`src/rtl/l2_axi_line_bridge.sv`:
```
// L2 line bridge: turns one whole-cache-line fill or writeback into a single
// fixed-length AXI4 burst and reports completion with a one-cycle pulse.
module l2_axi_line_bridge #(
  parameter int DATA_WIDTH = 32,
  parameter int LINE_BITS  = 512
) (
  input  logic                  clk,
  input  logic                  reset_n,
  // upstream request from the L2 miss / writeback path
  input  logic                  req_valid,
  output logic                  req_ready,
  input  logic                  req_is_write,
  input  logic [25:0]           req_line,
  input  logic [LINE_BITS-1:0]  req_data,
  // completion back to the L2
  output logic                  rsp_valid,
  output logic                  rsp_is_write,
  output logic [LINE_BITS-1:0]  rsp_data,
  // AXI write address
  output logic [31:0]           awaddr,
  output logic [7:0]            awlen,
  output logic                  awvalid,
  input  logic                  awready,
  // AXI write data
  output logic [DATA_WIDTH-1:0] wdata,
  output logic                  wlast,
  output logic                  wvalid,
  input  logic                  wready,
  // AXI write response
  input  logic                  bvalid,
  output logic                  bready,
  // AXI read address
  output logic [31:0]           araddr,
  output logic [7:0]            arlen,
  output logic                  arvalid,
  input  logic                  arready,
  // AXI read data
  input  logic                  rvalid,
  input  logic [DATA_WIDTH-1:0] rdata,
  output logic                  rready,
  // current FSM state, for debug and checker binding
  output logic [2:0]            dbg_state
);

  // LINE_BITS must be an exact multiple of DATA_WIDTH.
  localparam int BEATS = LINE_BITS / DATA_WIDTH;
  localparam int CNT_W = (BEATS > 1) ? $clog2(BEATS) : 1;
  localparam int OFF_W = $clog2(LINE_BITS / 8);
  localparam logic [CNT_W-1:0] LAST_BEAT = CNT_W'(BEATS - 1);
  localparam logic [7:0]       BURST_LEN = 8'(BEATS - 1);

  typedef enum logic [2:0] {
    ST_IDLE = 3'd0,
    ST_AW   = 3'd1,
    ST_W    = 3'd2,
    ST_B    = 3'd3,
    ST_AR   = 3'd4,
    ST_R    = 3'd5,
    ST_RSP  = 3'd6
  } state_t;

  state_t                             state;
  logic [CNT_W-1:0]                   cnt;
  logic                               is_write_q;
  logic [25:0]                        line_q;
  logic [BEATS-1:0][DATA_WIDTH-1:0]   line_words;
  logic [CNT_W-1:0]                   beat_idx;
  logic [31:0]                        line_addr;

  // Beat 0 is the most significant word of the line, so the word slot
  // counts down while the beat counter counts up.
  assign beat_idx  = LAST_BEAT - cnt;
  assign line_addr = 32'({line_q, OFF_W'(0)});

  // Handshakes are strict AXI valid/ready: a transfer happens on a rising
  // edge where both are high; the bridge never drops a valid it has raised
  // and its address/len/data stay constant until the transfer. Channel
  // inputs are only looked at in the state that owns that channel.
  always_ff @(posedge clk or negedge reset_n) begin
    if (!reset_n) begin
      state      <= ST_IDLE;
      cnt        <= '0;
      is_write_q <= 1'b0;
      line_q     <= '0;
      line_words <= '0;
    end else begin
      unique case (state)
        ST_IDLE: begin
          if (req_valid) begin
            is_write_q <= req_is_write;
            line_q     <= req_line;
            line_words <= req_data;
            cnt        <= '0;
            state      <= req_is_write ? ST_AW : ST_AR;
          end
        end
        ST_AW: begin
          if (awready) state <= ST_W;
        end
        ST_W: begin
          if (wready) begin
            cnt <= cnt + 1'b1;
            if (cnt == LAST_BEAT) state <= ST_B;
          end
        end
        ST_B: begin
          if (bvalid) state <= ST_RSP;
        end
        ST_AR: begin
          if (arready) state <= ST_R;
        end
        ST_R: begin
          if (rvalid) begin
            line_words[beat_idx] <= rdata;
            cnt                  <= cnt + 1'b1;
            if (cnt == LAST_BEAT) state <= ST_RSP;
          end
        end
        ST_RSP: begin
          state <= ST_IDLE;
        end
        default: begin
          state <= ST_IDLE;
        end
      endcase
    end
  end

  // All outputs decode from registered state only; nothing on req_* reaches
  // the AXI side combinationally.
  assign req_ready    = (state == ST_IDLE);
  assign awvalid      = (state == ST_AW);
  assign awaddr       = awvalid ? line_addr : '0;
  assign awlen        = awvalid ? BURST_LEN : '0;
  assign wvalid       = (state == ST_W);
  assign wdata        = wvalid ? line_words[beat_idx] : '0;
  assign wlast        = wvalid && (cnt == LAST_BEAT);
  assign bready       = (state == ST_B);
  assign arvalid      = (state == ST_AR);
  assign araddr       = arvalid ? line_addr : '0;
  assign arlen        = arvalid ? BURST_LEN : '0;
  assign rready       = (state == ST_R);
  assign rsp_valid    = (state == ST_RSP);
  assign rsp_is_write = is_write_q;
  assign rsp_data     = line_words;
  assign dbg_state    = state;

endmodule
```
`config.mk`:
```
export PLATFORM = sky130hd
export DESIGN_NAME = l2_axi_line_bridge
export DESIGN_NICKNAME = d
export VERILOG_FILES = /design/src/rtl/l2_axi_line_bridge.sv
export SDC_FILE = /design/constraint.sdc
export NUM_CORES = 1
export LEC_CHECK = 0
export CORE_AREA = 2 2 471 473
export CTS_BUF_LIST = sky130_fd_sc_hd__clkbuf_4 sky130_fd_sc_hd__clkbuf_8 sky130_fd_sc_hd__clkbuf_16
export CTS_CLUSTER_DIAMETER = 40
export DETAILED_ROUTE_END_ITERATION = 10
export DIE_AREA = 0 0 473 475
export GPL_TIMING_DRIVEN = 0
export SYNTH_ARGS = -nofsm -noshare
export SYNTH_HDL_FRONTEND = slang
export SYNTH_SLANG_ARGS = --single-unit
```
`constraint.sdc`:
```
create_clock -name clk -period 4.7 [get_ports clk]
set_clock_uncertainty 0.15 [all_clocks]
set_input_delay 0.47 -clock clk [delete_from_list [all_inputs] [get_ports clk]]
set_output_delay 0.47 -clock clk [all_outputs]
set_load 0.005 [all_outputs]
```
==> flow_metrics.env <==
export IMPL_min_period_over_period=1.017
export IMPL_drv_slew=11
export IMPL_ir_drop_v=0.0004124
export IMPL_placedCellCount=6907
export IMPL_cp_end_kind="flip-flop"
export IMPL_via_per_inst=5.007
export IMPL_clkTransAtPathRegs_ns=0.06
export IMPL_power_density_nw_per_um2=826.5
export IMPL_final_cell_mix="1193 x clkdlybuf4s50_1, 546 x dfrtp_1, 449 x o2bb2ai_1, 387 x a21oi_1, 385 x nor3_1"
export IMPL_antenna_left=0
export IMPL_synth_edf_count=0
export IMPL_drt_iter0_markers=4577
export IMPL_outcome="complete, but fails checks"
export IMPL_required_ns=5.25
export IMPL_portBuffers=1194
export IMPL_dieArea_um2=224700
export IMPL_pin_count=1215
export IMPL_htreeDepth=4
export IMPL_fmax_mhz=209.2
export IMPL_r2r_slack_ns=-0.08
export IMPL_dr_total_vias=36170
export IMPL_whs_ns=0.1345
export IMPL_hp_class="in2reg"
export IMPL_drv_cap=1
export IMPL_grt_max_degree=108
export IMPL_synthCells=2813
export IMPL_layout_commonest_cell="clkdlybuf4s50_1"
export IMPL_tns_ns=-0.4462
export IMPL_ys_seq_area_frac=0.4606
export IMPL_cts_made_buffers=140
export IMPL_path_cells="clkbuf_2 > clkbuf_2 > inv_1 > ha_1 > clkbuf_1 > inv_1 > nor2_1 > o21ai_1 > clkbuf_1 > o2bb2ai_1"
export IMPL_violations="capacitance limit, slew limit, setup timing"
export IMPL_grt_pass1_vias=35150
export IMPL_cp_top_family="buffers and inverters"
export IMPL_die_h_um=475
export IMPL_grt_pass1_wl_mm=403.1
export IMPL_tritoncts="yes"
export IMPL_postSynth_asyncResetShare=1.000
export IMPL_worstSetupPathType="reg2reg"
export IMPL_nFillCells=23650
export IMPL_gp_congestion=0.9870
export IMPL_core_area_um2=219100
export IMPL_rsz0062_at_grt="no"
export IMPL_totalWireLength_mm=328.8
export IMPL_ys_flop_type="dfrtp_1"
export IMPL_critPathMaxFanout=10
export IMPL_cpMaxStageDelayCell="clkbuf_1"
export IMPL_design_power_total_mw=42.05
export IMPL_worstSetupStartpointType="flip-flop"
export IMPL_utilization=0.2322
export IMPL_dp_hpwl_mm=271.9
export IMPL_clk_latency_ns=0.77
export IMPL_cts_sinks=546
export IMPL_slew_limit_headroom=-0.04393
export IMPL_crit_arrival_ns=5.33
export IMPL_antenna_found_initial=98
export IMPL_crit_path_max_incr_delay_ns=0.99
export IMPL_path_buf_inv=6
export IMPL_hold_violations=0
export IMPL_firstDrtPassIters=10
export IMPL_drive_gt1_frac=0.1479
export IMPL_clock_path_buffers=3
export IMPL_cts_root_buffer="clkbuf_16"
export IMPL_instances_no_fill=7223
export IMPL_dieWidth_um=473
export IMPL_max_slew_worst_pin_slew_ns=1.566
export IMPL_netlist_area_um2=29660
export IMPL_drc=0
export IMPL_track_usage=0.2818
export IMPL_area_growth_pct=71.52
export IMPL_ys_warn_count=0
export IMPL_finalSetupViolCount=10
export IMPL_timing_final_ws_setup_ns=-0.08012
export IMPL_rows=172
export IMPL_overflow=0
export IMPL_p_leak_nw=18.45
export IMPL_initial_core_util=0.1354
export IMPL_synthDistinctLibCells=48
export IMPL_nets=4762
export IMPL_post_drt_wl_per_cell_um=45.52
export IMPL_ys_ff_latch=546
export IMPL_syn_avg_cell_area_um2=10.54
export IMPL_layout_min_cycle_time_ns=4.780
## metrics by stage
| step | instance area [um2] | setup slack, ns |
|---|---|---|
| 2_1_floorplan | 29730 | 2.241 |
| 3_3_place_gp | 45280 | -24.56 |
| 3_5_place_dp | 45530 | -0.9884 |
| 4_1_cts | 50720 | -0.004046 |
| 5_1_grt | 50830 | 0.0003091 |
| 6_report | 50880 | -0.08012 |
## Yosys cell counts, types with 2 or more instances
cell type	instances	area, um2
buf_2	141	705.7
a21oi_1	387	1937
buf_6	3	33.78
buf_1	18	67.56
nand2_1	137	514.2
a2bb2oi_1	64	560.5
nor2_2	2	12.51
mux2i_1	2	20.02
o21ai_0	11	55.05
buf_4	32	240.2
nand2b_1	4	25.02
ha_1	4	50.05
nand3b_1	2	15.01
clkbuf_1	163	611.8
nor2_1	16	60.06
inv_1	8	30.03
and2_1	54	337.8
o31ai_1	2	15.01
nor3_1	385	1927
mux4_2	128	2883
mux2_1	11	123.9
nor3b_1	2	15.01
a22oi_1	128	960.9
dfrtp_1	546	13660
mux2_2	17	191.4
nor3b_2	2	25.02
o2bb2ai_1	449	3933
nand3_1	4	20.02
o21ai_1	8	40.04
o22ai_1	65	406.6
## power breakdown
part	internal, mW	switching (mW)
registers	7.02	3.39
clock network	6.98	3.66
logic	8.55	12.5
total	22.5	19.5
## kinds of logic after synthesis
| logic type | synth area share |
|---|---|
| fa+ha+maj | 0.001687 |
| buf+inv | 0.05707 |
| simple gates | 0.1028 |
| other cells | 0.0001264 |
| flops | 0.4606 |
| mux | 0.1085 |
| compound gates | 0.2692 |
## state kept, by name (all words and copies together), names as in the netlist
register,flops
cnt,4
dbg_state,3
rsp_data,512
line_q,26
rsp_is_write,1
## per-layer routing
layer  routed length [um]  GRT usage  share of wire
met2               151000     0.4538           0.46
met5                  199          0        0.00061
met4                20310     0.1598          0.062
met3                35290     0.1020           0.11
met1               122000     0.3221           0.37
## worst paths after layout
kind                                           startpoint                   endpoint  cells past startpoint
worst min register to register  rsp_data[160]$_DFFE_PN0P_  rsp_data[160]$_DFFE_PN0P_                      1
worst max register to register         cnt[1]$_DFFE_PN0P_  rsp_data[342]$_DFFE_PN0P_                     10
worst min-delay path                         req_line[10]     line_q[10]$_DFFE_PN0P_                      2
min in group asynchronous                         reset_n  rsp_data[408]$_DFFE_PN0P_                      2
worst max-delay path                   cnt[1]$_DFFE_PN0P_  rsp_data[342]$_DFFE_PN0P_                     10
max in group asynchronous                         reset_n   rsp_data[99]$_DFFE_PN0P_                      5
## layout make-up
type / count / area (um2) / area share
multi-input combinational: 1920 / 14450 / 0.2840
sequential: 546 / 13660 / 0.2685
timing repair buffer: 1205 / 12190 / 0.2396
clock buffer: 178 / 3894 / 0.07653
tap: 2871 / 3592 / 0.07060
buffer: 357 / 1717 / 0.03374
clock inverter: 79 / 1194 / 0.02346
antenna: 58 / 145.1 / 0.002853
inverter: 9 / 33.78 / 0.0006640
## timing repair
item,4_1_cts,5_1_grt
hold endpoints to repair,89,0
buffers inserted,0,0
endpoints found under the setup margin,264,3
gates resized for setup,32,5
hold buffers,1,0
Power figures use the tool's default switching activity.
